$ cat config.mk
export PLATFORM = sky130hd
export DESIGN_NAME = uart_rx_ctrl
export DESIGN_NICKNAME = d
export VERILOG_FILES = /design/src/rtl/uart_pkg.sv /design/src/rtl/uart_rx_sync.sv /design/src/rtl/uart_rx_ctrl.sv
export SDC_FILE = /design/constraint.sdc
export NUM_CORES = 1
export LEC_CHECK = 0
export BUFFER_PORTS_ARGS = -buffer_cell sky130_fd_sc_hd__buf_4
export CAP_MARGIN = 20
export CELL_PAD_IN_SITES_DETAIL_PLACEMENT = 0
export CELL_PAD_IN_SITES_GLOBAL_PLACEMENT = 1
export CORE_MARGIN = 3
export CORE_UTILIZATION = 48
export DETAILED_ROUTE_END_ITERATION = 8
export PLACE_DENSITY = 0.82
export SLEW_MARGIN = 20
export SYNTH_ARGS = -nofsm -noshare
export SYNTH_HDL_FRONTEND = slang
export SYNTH_SLANG_ARGS = --single-unit
$ cat constraint.sdc
create_clock -name clk -period 2.3 [get_ports clk]
set_input_delay 0 -clock clk [delete_from_list [all_inputs] [get_ports clk]]
set_output_delay 0 -clock clk [all_outputs]
set_load 0.05 [all_outputs]
$ cat src/rtl/uart_pkg.sv
// Shared UART definitions: receive FSM states, parity helper and parameter limits
// common to the receiver and transmitter.
package uart_pkg;

    localparam int unsigned UART_MIN_CLKS_PER_BIT = 4;
    localparam int unsigned UART_MIN_DATA_BITS    = 5;
    localparam int unsigned UART_MAX_DATA_BITS    = 8;

    typedef enum logic [2:0] {
        IDLE,
        START,
        DATA,
        PARITY,
        STOP,
        BREAK
    } uart_state_e;

    // Narrower data words are zero-extended, which leaves the XOR unchanged.
    function automatic logic parity_of(input logic [UART_MAX_DATA_BITS-1:0] data,
                                       input logic odd);
        return (^data) ^ odd;
    endfunction

endpackage

$ cat src/rtl/uart_rx_sync.sv
// Two-flop synchronizer for an asynchronous pin input; both flops reset to 1
// so an idle-high line sees no false edge when reset is released.
module uart_rx_sync (
    input  logic clk,
    input  logic rst_n,
    input  logic din,
    output logic dout
);

    logic meta_d, meta_q;
    logic sync_d, sync_q;

    always_comb begin
        meta_d = din;
        sync_d = meta_q;
    end

    always_ff @(posedge clk) begin
        if (!rst_n) begin
            meta_q <= 1'b1;
            sync_q <= 1'b1;
        end else begin
            meta_q <= meta_d;
            sync_q <= sync_d;
        end
    end

    assign dout = sync_q;

endmodule

$ cat src/rtl/uart_rx_ctrl.sv
// UART receive controller: sequences one frame from the synchronized line and
// hands each byte downstream over valid/ready with parity/frame error flags.
module uart_rx_ctrl
    import uart_pkg::*;
#(
    parameter int unsigned CLKS_PER_BIT = 16,
    parameter int unsigned DATA_BITS    = 8,
    parameter int unsigned PARITY_EN    = 1,
    parameter int unsigned PARITY_ODD   = 0
) (
    input  logic                 clk,
    input  logic                 rst_n,
    input  logic                 rxin,
    output logic [DATA_BITS-1:0] rx_data,
    output logic                 rx_valid,
    input  logic                 rx_ready,
    output logic                 parity_err,
    output logic                 frame_err,
    output logic                 overrun,
    output logic                 busy
);

    localparam int unsigned CW = $clog2(CLKS_PER_BIT);
    localparam logic [CW-1:0] CNT_HALF = CW'(CLKS_PER_BIT / 2 - 1);
    localparam logic [CW-1:0] CNT_FULL = CW'(CLKS_PER_BIT - 1);
    localparam logic [3:0]    LAST_BIT = 4'(DATA_BITS - 1);

    logic rx_s;

    uart_rx_sync u_sync (
        .clk  (clk),
        .rst_n(rst_n),
        .din  (rxin),
        .dout (rx_s)
    );

    uart_state_e          state_d, state_q;
    logic [CW-1:0]        clk_cnt_d, clk_cnt_q;
    logic [3:0]           bit_cnt_d, bit_cnt_q;
    logic [DATA_BITS-1:0] shift_d, shift_q;
    logic                 par_pend_d, par_pend_q;
    logic                 frm_pend_d, frm_pend_q;
    logic                 deliver_d, deliver_q;
    logic [DATA_BITS-1:0] rx_data_d, rx_data_q;
    logic                 rx_valid_d, rx_valid_q;
    logic                 parity_err_d, parity_err_q;
    logic                 frame_err_d, frame_err_q;
    logic                 overrun_d, overrun_q;
    logic                 busy_d, busy_q;

    always_comb begin
        state_d      = state_q;
        clk_cnt_d    = clk_cnt_q + 1'b1;
        bit_cnt_d    = bit_cnt_q;
        shift_d      = shift_q;
        par_pend_d   = par_pend_q;
        frm_pend_d   = frm_pend_q;
        deliver_d    = 1'b0;
        rx_data_d    = rx_data_q;
        rx_valid_d   = rx_valid_q;
        parity_err_d = parity_err_q;
        frame_err_d  = frame_err_q;
        overrun_d    = 1'b0;

        case (state_q)
            IDLE: begin
                clk_cnt_d = '0;
                bit_cnt_d = '0;
                if (!rx_s) begin
                    state_d    = START;
                    par_pend_d = 1'b0;
                    frm_pend_d = 1'b0;
                end
            end
            START: begin
                if (clk_cnt_q == CNT_HALF) begin
                    clk_cnt_d = '0;
                    bit_cnt_d = '0;
                    state_d   = rx_s ? IDLE : DATA;
                end
            end
            DATA: begin
                if (clk_cnt_q == CNT_FULL) begin
                    clk_cnt_d = '0;
                    shift_d   = {rx_s, shift_q[DATA_BITS-1:1]};
                    bit_cnt_d = bit_cnt_q + 4'd1;
                    if (bit_cnt_q == LAST_BIT) begin
                        bit_cnt_d = '0;
                        state_d   = (PARITY_EN != 0) ? PARITY : STOP;
                    end
                end
            end
            PARITY: begin
                if (clk_cnt_q == CNT_FULL) begin
                    clk_cnt_d  = '0;
                    par_pend_d = rx_s != parity_of(8'(shift_q), 1'(PARITY_ODD));
                    state_d    = STOP;
                end
            end
            STOP: begin
                if (clk_cnt_q == CNT_FULL) begin
                    clk_cnt_d  = '0;
                    deliver_d  = 1'b1;
                    frm_pend_d = ~rx_s;
                    state_d    = rx_s ? IDLE : BREAK;
                end
            end
            BREAK: begin
                clk_cnt_d = '0;
                if (rx_s) state_d = IDLE;
            end
            default: begin
                clk_cnt_d = '0;
                bit_cnt_d = '0;
                state_d   = IDLE;
            end
        endcase

        if (rx_valid_q && rx_ready) rx_valid_d = 1'b0;

        // A delivery that coincides with an accept replaces the held byte in place.
        if (deliver_q) begin
            if (!rx_valid_q || rx_ready) begin
                rx_data_d    = shift_q;
                parity_err_d = par_pend_q;
                frame_err_d  = frm_pend_q;
                rx_valid_d   = 1'b1;
            end else begin
                overrun_d = 1'b1;
            end
        end

        busy_d = (state_d != IDLE);
    end

    always_ff @(posedge clk) begin
        if (!rst_n) begin
            state_q      <= IDLE;
            clk_cnt_q    <= '0;
            bit_cnt_q    <= '0;
            shift_q      <= '0;
            par_pend_q   <= 1'b0;
            frm_pend_q   <= 1'b0;
            deliver_q    <= 1'b0;
            rx_data_q    <= '0;
            rx_valid_q   <= 1'b0;
            parity_err_q <= 1'b0;
            frame_err_q  <= 1'b0;
            overrun_q    <= 1'b0;
            busy_q       <= 1'b0;
        end else begin
            state_q      <= state_d;
            clk_cnt_q    <= clk_cnt_d;
            bit_cnt_q    <= bit_cnt_d;
            shift_q      <= shift_d;
            par_pend_q   <= par_pend_d;
            frm_pend_q   <= frm_pend_d;
            deliver_q    <= deliver_d;
            rx_data_q    <= rx_data_d;
            rx_valid_q   <= rx_valid_d;
            parity_err_q <= parity_err_d;
            frame_err_q  <= frame_err_d;
            overrun_q    <= overrun_d;
            busy_q       <= busy_d;
        end
    end

    assign rx_data    = rx_data_q;
    assign rx_valid   = rx_valid_q;
    assign parity_err = parity_err_q;
    assign frame_err  = frame_err_q;
    assign overrun    = overrun_q;
    assign busy       = busy_q;

endmodule
==> results.md, run 1 <==
- Htree depth: 2
- Root buffer cell: clkbuf_4
- Peak supply drop: 0.413 mV
- Worst hold path type: input pin to flip-flop
- Via count: 1295
- Resize count post-CTS: 0
- Top_reg_cell synth: dfxtp_1
- Crit Path Class: flip-flop to flip-flop
- Final setup margin: 0.488 ns
- Post-synthesis adder-cell area fraction: 1.46%
- Synth Instances: 180
- Placement Setup Slack: 0.526 ns
- Post-Syn Area: 1720 um^2
- ANT cells: 0
- Synth top area cells: dfxtp_1, mux2i_1, nand2_1
- Layout Utilization: 56.6%
- Hold wc startpoint: rst_n
- Most frequent cell after synthesis: dfxtp_1
- RSZ-0062 raised after global routing: no
- Status: complete, no violations
- Fin. Hold Viols: 0
- Worst hold stages: 2
- Static Leak: 0.792 nW
- GR Overflow Total: 0
- Slew Limit Headroom: 57.6%
- Yosys cell types: 49
- Buffers on Ports: 16
- Met1 GRT Util: 19.6%
- Fmax: 552 MHz
- CP endpoint kind: flip-flop
- Setup TNS: 0 ns
- #FFs+latches synth: 37
- Synth Warn #: 0
- Hold Path Sink: u_sync.meta_q
- Die Ht: 65.8 um
- Syn Nets: 186
- Async SR Flop Fraction: 0%
- Die width: 65.8 um
- Pins Over Slew Limit: 0
- GR Util met2: 27.8%
- GR Util met3: 6.29%
- Min Tclk post-route: 1.81 ns
- Clk slew on worst S/H paths: 0.11 ns
- Post-synth EDFFs: 0
- Total setup buffers inserted after CTS: 0
- Main combinational cell family by area after synthesis: simple AND/OR/NAND/NOR gates
- Synth Area in Compound Gates: 11.6%
- Core ar.: 3390 um^2
- Placed inst area: 1810 um^2
- Dpl hpwl: 2200 um
- Sequential area share after synthesis: 43.1%
- Max_cap viols: 0
- Top cell type's share of synthesized area: 43.1%
- WP data required: 2.58 ns
- Worst Tran Pin Value: 0.636 ns
- Syn Area/Cell: 9.55 um^2
- Layout area overhead: 11.6%
- Initial Util: 50.7%
- Net count, final: 199
- Post-route cell area: 1920 um^2
- Share of layout cells above drive strength 1: 16.0%
- Post-CTS Hold Fix Bufs: 2
- Largest net degree at the start of global routing: 39
- Largest area contributor in the netlist: dfxtp_1
- Placer congestion estimate: 0.822
- # clock sinks: 37
- DRC errors left: 0
- Critical path data arrival time: 2.09 ns
- Setup violators final: 0
- Initial antenna violation count: 0
- Min Hold Slack: 0.00750 ns
- Crit path max fanout: 9
- Number of global-route vias before repair: 1301
- Mux cell area share after synthesis: 6.40%
- I/O pin cnt: 17
- Post-synth top cells: dfxtp_1, nand2_1, mux2i_1, nor2b_1, nand3_1
- Reg2reg setup slack: 0.49 ns
- Pwr Total: 1.16 mW
- FF-to-FF Start: clk_cnt_q[0]
- Clk_lat worst skew: 0.34 ns
- Max clock buf depth: 2
- Worst flop-to-flop path endpoint: bit_cnt_q[2]
- Crit start category: flip-flop
- GR peak layer: met2
- Std-Cell Rows: 21
- DRT Pass-1 Iters: 4
- Post-synthesis simple-gate area fraction: 26.1%
- Fin crit share: 78.8%
- PD cells: 604 nW/um^2
- Total CTS buffers: 5
- Die area: 4340 um^2
- Reg2reg path depth: 5
- Global-route wire length before repair: 5550 um
- Post-route ant nets: 0
- Placed insts: 230
- Routed wire length: 3160 um
- Post-Synth XOR/XNOR Area: 5.90%
- Total GRT Usage: 16.7%
- Wirelength per Cell: 13.1 um
- Iter 0 DRT Violations: 64
- Vias per inst: 5.40
- Clock skew: 0.00208 ns
- Layout Cells excl Fill: 240
- CTS tree: done
-- metal layers --
layer | part of all wire, % | up-vias
li1 | - | 647
met4 | 1.3 | 0
met5 | 0 | -
met1 | 46 | 608
met3 | 7.0 | 6
met2 | 46 | 34
-- critical path, cell delays in order, from the launching register on --
cell	delay (ns)
dfxtp_1	0.37
ha_1	0.40
nand3_4	0.15
and3_4	0.23
or4_1	0.47
a21oi_1	0.14
-- kinds of logic (layout without fill, tap and decap cells) --
family / count (synthesis) / after routing
compound gates: 27 / 27
xor+xnor: 10 / 10
fa+ha+maj: 2 / 2
buf+inv: 15 / 29
flops: 37 / 37
mux: 11 / 11
simple gates: 78 / 78
-- final cells by class --
cell class / count / area [um^2]
well taps: 46 / 57.6
clock buffers: 7 / 55.1
fillers: 323 / 1470
multi-input cells: 128 / 885
repair buffers: 18 / 140
inverters: 3 / 11.3
flip-flops and latches: 37 / 741
clock inverters: 1 / 30.0
-- how the worst max path moves through the flow --
stage / cells past startpoint / from / slack [ns] / end
CTS: 5 / clk_cnt_q[0] / 0.48 / bit_cnt_q[2]
detailed placement: 5 / clk_cnt_q[0] / 0.53 / bit_cnt_q[2]
global placement: 5 / clk_cnt_q[0] / 0.58 / bit_cnt_q[2]
global route: 5 / clk_cnt_q[0] / 0.38 / bit_cnt_q[2]
floorplan: 6 / clk_cnt_q[0] / 0.69 / busy
finish: 5 / clk_cnt_q[0] / 0.49 / bit_cnt_q[2]
-- sequential cells by signal, summed over array words and instances, names as in the netlist, 3 cells and up --
register   count
bit_cnt_q      4
clk_cnt_q      4
shift_q        8
rx_data        8
state_q        3
-- power by group --
group / switching [mW] / leakage [nW] / internal [mW]
Clock: 0.210 / 0.0455 / 0.260
Combinational: 0.0213 / 0.448 / 0.0197
Sequential: 0.00519 / 0.299 / 0.645
Total: 0.236 / 0.792 / 0.924
-- cell usage in the layout (no fill, tap or decap), types with 2 or more instances in the layout --
| cell | n |
|---|---|
| a21boi_0 | 8 |
| xor2_1 | 4 |
| nand4_1 | 2 |
| clkbuf_4 | 5 |
| ha_1 | 2 |
| buf_4 | 16 |
| and2b_1 | 2 |
| mux2i_1 | 11 |
| nor2_1 | 7 |
| nor3_1 | 2 |
| and3_4 | 2 |
| nand2b_1 | 4 |
| o21a_1 | 2 |
| o31ai_1 | 2 |
| dfxtp_1 | 37 |
| and3_1 | 4 |
| nor2b_1 | 11 |
| a21oi_1 | 3 |
| xnor2_1 | 5 |
| nand2_1 | 23 |
| inv_1 | 2 |
| nand3b_1 | 2 |
| nand3_1 | 9 |
| dlygate4sd3_1 | 2 |
No activity file was read; power rests on OpenSTA's default activity.
==> run 2, diff against run 1 <==
--- a/config.mk
+++ b/config.mk
@@ -10,9 +10,9 @@
 export CELL_PAD_IN_SITES_DETAIL_PLACEMENT = 0
 export CELL_PAD_IN_SITES_GLOBAL_PLACEMENT = 1
 export CORE_MARGIN = 3
-export CORE_UTILIZATION = 48
+export CORE_UTILIZATION = 44
 export DETAILED_ROUTE_END_ITERATION = 8
-export PLACE_DENSITY = 0.82
+export PLACE_DENSITY = 0.76
 export SLEW_MARGIN = 20
 export SYNTH_ARGS = -nofsm -noshare
 export SYNTH_HDL_FRONTEND = slang
==> constraint.sdc (replaced) <==
create_clock -name clk -period 1.8 [get_ports clk]
set_input_delay 0 -clock clk [delete_from_list [all_inputs] [get_ports clk]]
set_output_delay 0 -clock clk [all_outputs]
set_load 0.05 [all_outputs]
==> run 2 against run 1 <==
Clock power increased by 15%. Worst hold slack improved by 0.035 ns. Sequential power up 28%. Count of clock-buffer cells in the layout rose by 1. Die area increased by 8.2%. Utilization decreased by 4.4 points. Power up 23%. Global-route usage is 0.45 points lower. Maximum frequency is 6.9% higher. Combinational power grew 24%. Final cell count rose by 2.1%.
==> results.md, run 2 (synthesis results as in run 1) <==
- Fin crit share: 94.2% (+15 points)
- Die area: 4690 um^2 (+8.2%)
- I/O pin cnt: 17 (unchanged)
- WP data required: 2.02 ns (-0.56 ns)
- CTS tree: done
- Pwr Total: 1.42 mW (+23%)
- Clk slew on worst S/H paths: 0.07 ns (-0.04 ns)
- Initial Util: 46.3% (-4.5 points)
- Fillers: 345 (+6.8%)
- Iter 0 DRT Violations: 42 (-34%)
- Fmax: 590 MHz (+6.9%)
- Critical path data arrival time: 1.92 ns (-0.17 ns)
- Status: complete, no violations
- Slew Limit Headroom: 71.6% (+14 points)
- Vias per inst: 5.33 (-1.3%)
- ANT cells: 0 (unchanged)
- DRC errors left: 0 (unchanged)
- Layout area overhead: 12.8%
- Routed wire length: 3200 um (+1.3%)
- Buffers on Ports: 16 (unchanged)
- Total GRT Usage: 16.2% (-0.45 points)
- Total CTS buffers: 5 (unchanged)
- # clock sinks: 37 (unchanged)
- Reg2reg path depth: 5 (unchanged)
- Crit Path Class: flip-flop to flip-flop
- Initial antenna violation count: 0 (unchanged)
- Setup TNS: 0 ns (unchanged)
- Setup violators final: 0 (unchanged)
- Worst Tran Pin Value: 0.415 ns (-0.221 ns)
- Largest net degree at the start of global routing: 39 (unchanged)
- Fin. Hold Viols: 0 (unchanged)
- Htree depth: 2 (unchanged)
- Min Tclk post-route: 1.70 ns (-0.117 ns)
- Worst setup startpoint: clk_cnt_q[0]
- FF-to-FF Start: clk_cnt_q[0]
- Commonest non-fill, non-tap cell in the layout: dfxtp_1
- Share of layout cells above drive strength 1: 17.3% (+1.3 points)
- GR Overflow Total: 0 (unchanged)
- Die Ht: 68.5 um (+4.0%)
- Max_cap viols: 0 (unchanged)
- Pins Over Slew Limit: 0 (unchanged)
- Worst hold stages: 3 (+1)
- Worst hold path type: input pin to flip-flop
- DRT Pass-1 Iters: 4 (unchanged)
- Wirelength per Cell: 13.0 um (-0.74%)
- Static Leak: 0.799 nW (+0.92%)
- Max clock buf depth: 2 (unchanged)
- Placer congestion estimate: 0.832 (+1.2%)
- Net count, final: 202 (+1.5%)
- Post-route ant nets: 0 (unchanged)
- Root buffer cell: clkbuf_8
- Peak supply drop: 0.423 mV (+2.3%)
- Reg area: 741 um^2 (unchanged)
- Hold wc startpoint: rx_ready
- Crit path max fanout: 9 (unchanged)
- CP endpoint kind: flip-flop
- Global-route wire length before repair: 5510 um (-0.74%)
- Crit start category: flip-flop
- Via count: 1305 (+0.77%)
- Total setup buffers inserted after CTS: 0 (unchanged)
- Die width: 68.5 um (+4.0%)
- Area of the multi-input gates: 887 um^2 (+0.28%)
- Clock skew: 0.00406 ns (+0.00198 ns)
- Most frequent cells in the layout: dfxtp_1, nand2_1, buf_4
- Dpl hpwl: 2270 um (+3.3%)
- PD cells: 733 nW/um^2 (+21%)
- Layout Cells excl Fill: 245 (+2.1%)
- Clk_lat worst skew: 0.28 ns (-0.06 ns)
- RSZ-0062 raised after global routing: no
- Core ar.: 3720 um^2 (+9.6%)
- Number of global-route vias before repair: 1272 (-2.2%)
- Placed insts: 236 (+2.6%)
- Std-Cell Rows: 22 (+4.8%)
run 2: changes by cell type in the layout (fill, tap and decap cells not counted), moves of 2 or more:
| cell | before | now |
|---|---|---|
| clkbuf_8 | 1 | 5 |
| clkbuf_1 | 1 | 3 |
| buf_4 | 16 | 20 |
| clkbuf_4 | 5 | 0 |
run 2: cell type report:
| cell class | instances | share of cell area, % |
|---|---|---|
| multi-input combinational | 128 | 45.7 |
| sequential | 37 | 38.2 |
| timing repair buffer | 21 | 8.26 |
| clock buffer | 8 | 4.13 |
| tap | 48 | 3.10 |
| inverter | 3 | 0.581 |
run 2: metal layers:
layer	routed length, um	up-vias	part of all wire (%)	GRT usage [%]
li1	-	655	-	-
met2	1580	18	49	27.8
met1	1460	626	46	17.4
met3	109	6	3.4	5.02
met5	0	-	0	0
met4	51	0	1.6	9.93
run 2: stage by stage:
stage,area [um^2],util (%),setup WS [ns],hold slack (ns)
after floorplan,1720,-,0.191,0.101
after global placement,1850,49.7,0.0719,0.186
after detailed placement,1850,49.7,0.0271,0.191
after CTS,1940,52.1,0.0114,0.0346
after global routing,1940,52.2,0.00407,0.0394
final,1940,52.2,0.104,0.0423
run 2: worst paths after layout:
kind | endpoint | slack [ns]
max | bit_cnt_q[2] | 0.10
min | rx_valid | 0.04
max reg2reg | bit_cnt_q[2] | 0.10
min reg2reg | u_sync.dout | 0.42
run 2: where the power goes:
group | switching, mW | total, mW | leakage (nW) | internal, mW
clock network | 0.264 | 0.539 | 0.0395 | 0.275
registers | 0.00763 | 0.831 | 0.299 | 0.824
logic | 0.0269 | 0.0507 | 0.461 | 0.0238
total | 0.299 | 1.42 | 0.799 | 1.12
run 2: worst max-delay path: stages, from the launching register on:
cell	delay (ns)
dfxtp_1	0.35
ha_2	0.31
nand3_4	0.13
and3_4	0.23
or4_1	0.47
a21oi_1	0.14
run 2: repair_timing:
| item | CTS | global route |
|---|---|---|
| hold buffers | 1 | 0 |
| endpoints found under the setup margin | 0 | 4 |
| resized for setup | 0 | 1 |
| endpoints found under the hold margin | 1 | 0 |
==> run 3, diff against run 2 <==
--- a/config.mk
+++ b/config.mk
@@ -5,14 +5,15 @@
 export SDC_FILE = /design/constraint.sdc
 export NUM_CORES = 1
 export LEC_CHECK = 0
+export ABC_AREA = 1
 export BUFFER_PORTS_ARGS = -buffer_cell sky130_fd_sc_hd__buf_4
 export CAP_MARGIN = 20
 export CELL_PAD_IN_SITES_DETAIL_PLACEMENT = 0
 export CELL_PAD_IN_SITES_GLOBAL_PLACEMENT = 1
 export CORE_MARGIN = 3
-export CORE_UTILIZATION = 44
+export CORE_UTILIZATION = 41
 export DETAILED_ROUTE_END_ITERATION = 8
-export PLACE_DENSITY = 0.76
+export PLACE_DENSITY = 0.75
 export SLEW_MARGIN = 20
 export SYNTH_ARGS = -nofsm -noshare
 export SYNTH_HDL_FRONTEND = slang
==> run 3 against run 2 <==
Utilization rose by 1.9 points. Area after synthesis is 7.6% lower. Combinational power rose by 6.1%. Sequential power is 0.6% lower. Routed wire length down 2.1%. Design area decreased by 1.8%. Highest routed layer unchanged.
==> results.md, run 3 <==
- RSZ-0062 raised after global routing: no
- Fmax: 651 MHz (+10%)
- Wirelength per Cell: 11.2 um (-14%)
- Layout Cells excl Fill: 279 (+14%)
- Crit path max fanout: 14 (+5)
- Final setup margin: 0.263 ns (+0.159 ns)
- Post-synth EDFFs: 0 (unchanged)
- Iter 0 DRT Violations: 47 (+12%)
- Synth Instances: 211 (+17%)
- Post-CTS Hold Fix Bufs: 2 (+1)
- Clk slew on worst S/H paths: 0.07 ns (about the same)
- Top cell type's share of synthesized area: 46.6% (+3.5 points)
- Die area: 4660 um^2 (-0.73%)
- Post-synth top cells: dfxtp_1, nand2_1, nor2_1
- Core ar.: 3520 um^2 (-5.3%)
- Worst Tran Pin Value: 0.455 ns (+0.0399 ns)
- Number of global-route vias before repair: 1272 (unchanged)
- Net count, final: 238 (+18%)
- Syn Area/Cell: 7.53 um^2 (-21%)
- Top_reg_cell synth: dfxtp_1
- FF-to-FF Start: clk_cnt_q[0]
- Slowest-stage cell, CP: dfxtp_1
- Die width: 68.3 um (-0.36%)
- Most frequent cells in the layout: dfxtp_1, nand2_1, nor2_1
- #FFs+latches synth: 37 (unchanged)
- DRT Pass-1 Iters: 4 (unchanged)
- Placed inst area: 1750 um^2 (-5.2%)
- Synth top area cells: dfxtp_1, nand2_1, a21oi_1
- Clock skew: 0.00462 ns (+0.000554 ns)
- Max_cap viols: 0 (unchanged)
- Via count: 1390 (+6.5%)
- Crit path buffers/inverters: 1 (+1)
- Initial antenna violation count: 0 (unchanged)
- Synth Warn #: 0 (unchanged)
- Std-Cell Rows: 21 (-4.5%)
- # clock sinks: 37 (unchanged)
- Die Ht: 68.3 um (-0.36%)
- Crit Path Class: flip-flop to flip-flop
- Placer congestion estimate: 0.855 (+2.8%)
- Layout area overhead: 19.8%
- Hold wc startpoint: rst_n
- Peak supply drop: 0.431 mV (+1.8%)
- Hold Path Sink: frame_err
- Sequential area share after synthesis: 46.6% (+3.5 points)
- Global-route wire length before repair: 5550 um (+0.62%)
- DRC errors left: 0 (unchanged)
- Placement Setup Slack: 0.251 ns (+0.224 ns)
- Min Hold Slack: 0.0664 ns (+0.0241 ns)
- Worst hold path type: input pin to flip-flop
- Largest net degree at the start of global routing: 22 (-44%)
- CP endpoint kind: flip-flop
- Post-Syn Area: 1590 um^2 (-7.6%)
- Post-route cell area: 1900 um^2 (-1.8%)
- Total setup buffers inserted after CTS: 0 (unchanged)
- Post-route ant nets: 0 (unchanged)
- CP delay by family, top: simple AND/OR/NAND/NOR gates
- CTS tree: done
- Syn Nets: 217 (+17%)
- Placed insts: 269 (+14%)
- Initial Util: 45.1% (-1.1 points)
- GR Overflow Total: 0 (unchanged)
- Total CTS buffers: 5 (unchanged)
- Resize count post-CTS: 0 (unchanged)
- Fin. Hold Viols: 0 (unchanged)
- Fin crit share: 85.4% (-8.8 points)
- Reg2reg setup slack: 0.26 ns (+0.16 ns)
- Min Tclk post-route: 1.54 ns (-0.159 ns)
- Routed wire length: 3130 um (-2.1%)
- Most frequent cell after synthesis: dfxtp_1
- Max clock buf depth: 2 (unchanged)
- PD cells: 897 nW/um^2 (+22%)
- Vias per inst: 4.98 (-6.5%)
- Pwr Total: 1.71 mW (+20%)
- Critical path data arrival time: 1.71 ns (-0.21 ns)
- I/O pin cnt: 17 (unchanged)
- Worst flop-to-flop path endpoint: busy
- Async SR Flop Fraction: 0% (unchanged)
- Commonest non-fill, non-tap cell in the layout: dfxtp_1
- Crit start category: flip-flop
- Worst hold stages: 3 (unchanged)
- Slowest stage delay, CP: 0.33 ns (-0.14 ns)
- Clk_lat worst skew: 0.28 ns (about the same)
- Reg2reg path depth: 9 (+4)
- Pins Over Slew Limit: 0 (unchanged)
- Largest area contributor in the netlist: dfxtp_1
- Slew Limit Headroom: 69.6% (-2.0 points)
- WP data required: 1.98 ns (-0.04 ns)
- Share of layout cells above drive strength 1: 19.3% (+2.1 points)
- Total GRT Usage: 16.0% (-0.29 points)
- ANT cells: 0 (unchanged)
- Status: complete, no violations
- Yosys cell types: 28 (-43%)
- Setup TNS: 0 ns (unchanged)
- Static Leak: 0.847 nW (+6.0%)
- CP cell instances: ha_1 > nand2_2 > nor2_4 > nand2_2 > inv_2 > nand2_1 > o31ai_1 > o21ai_1 > nand2_1
- Setup violators final: 0 (unchanged)
- Root buffer cell: clkbuf_8
- Buffers on Ports: 16 (unchanged)
- Layout Utilization: 54.1% (+1.9 points)
- Dpl hpwl: 2330 um (+2.4%)
- Htree depth: 2 (unchanged)
[run 3: cell types whose count changed after synthesis, moves of 5 or more]
cell,before,now
a21boi_0,8,0
a21oi_1,3,18
inv_1,2,19
inv_2,1,9
mux2i_1,11,0
nand2_1,23,36
nand3_1,9,14
nor2_1,7,20
nor2b_1,11,0
o21ai_0,1,16
xnor2_1,5,0
[run 3: cells by family (layout without fill, tap and decap cells)]
kind of cell,after synthesis,in the layout,synth area share (%)
buffers and inverters,33,55,8.11
DFF,37,37,46.6
adders and majority gates,2,2,1.57
AOI/OAI and AO/OA,44,44,14.7
xor gates and xnor gates,4,4,2.20
and+or+nand+nor,91,91,26.8
[run 3: layout make-up]
cell class / instances / area [um^2]
fillers: 355 / 1620
flip-flops and latches: 37 / 741
multi-input cells: 141 / 719
repair buffers: 19 / 148
inverters: 28 / 105
clock buffers: 5 / 68.8
clock inverters: 3 / 65.1
well taps: 46 / 57.6
[run 3: per-layer routing]
| metal | vias to the layer above | GRT usage (%) | part of all wire, % |
|---|---|---|---|
| li1 | 731 | - | - |
| met1 | 630 | 18.4 | 47 |
| met2 | 24 | 27.2 | 47 |
| met3 | 5 | 5.42 | 4.9 |
| met4 | 0 | 5.96 | 1.5 |
| met5 | - | 0 | 0 |
[run 3: how the worst max path moves through the flow]
stage | to | depth (start not counted) | from | slack (ns)
2_1_floorplan | frame_err | 6 | rx_valid | 0.44
3_3_place_gp | busy | 9 | clk_cnt_q[0] | 0.27
3_5_place_dp | busy | 9 | clk_cnt_q[0] | 0.25
4_1_cts | busy | 9 | clk_cnt_q[0] | 0.25
5_1_grt | busy | 9 | clk_cnt_q[0] | 0.13
6_report | busy | 9 | clk_cnt_q[0] | 0.26
[run 3: power by group]
| group | switching [mW] | internal [mW] |
|---|---|---|
| combinational | 0.0344 | 0.0194 |
| sequential | 0.00290 | 0.823 |
| clock | 0.279 | 0.550 |
[run 3: worst min-delay path: stages]
cell and delay [ns]:
buf_4 0.18, o21ai_0 0.09, nor2_1 0.04
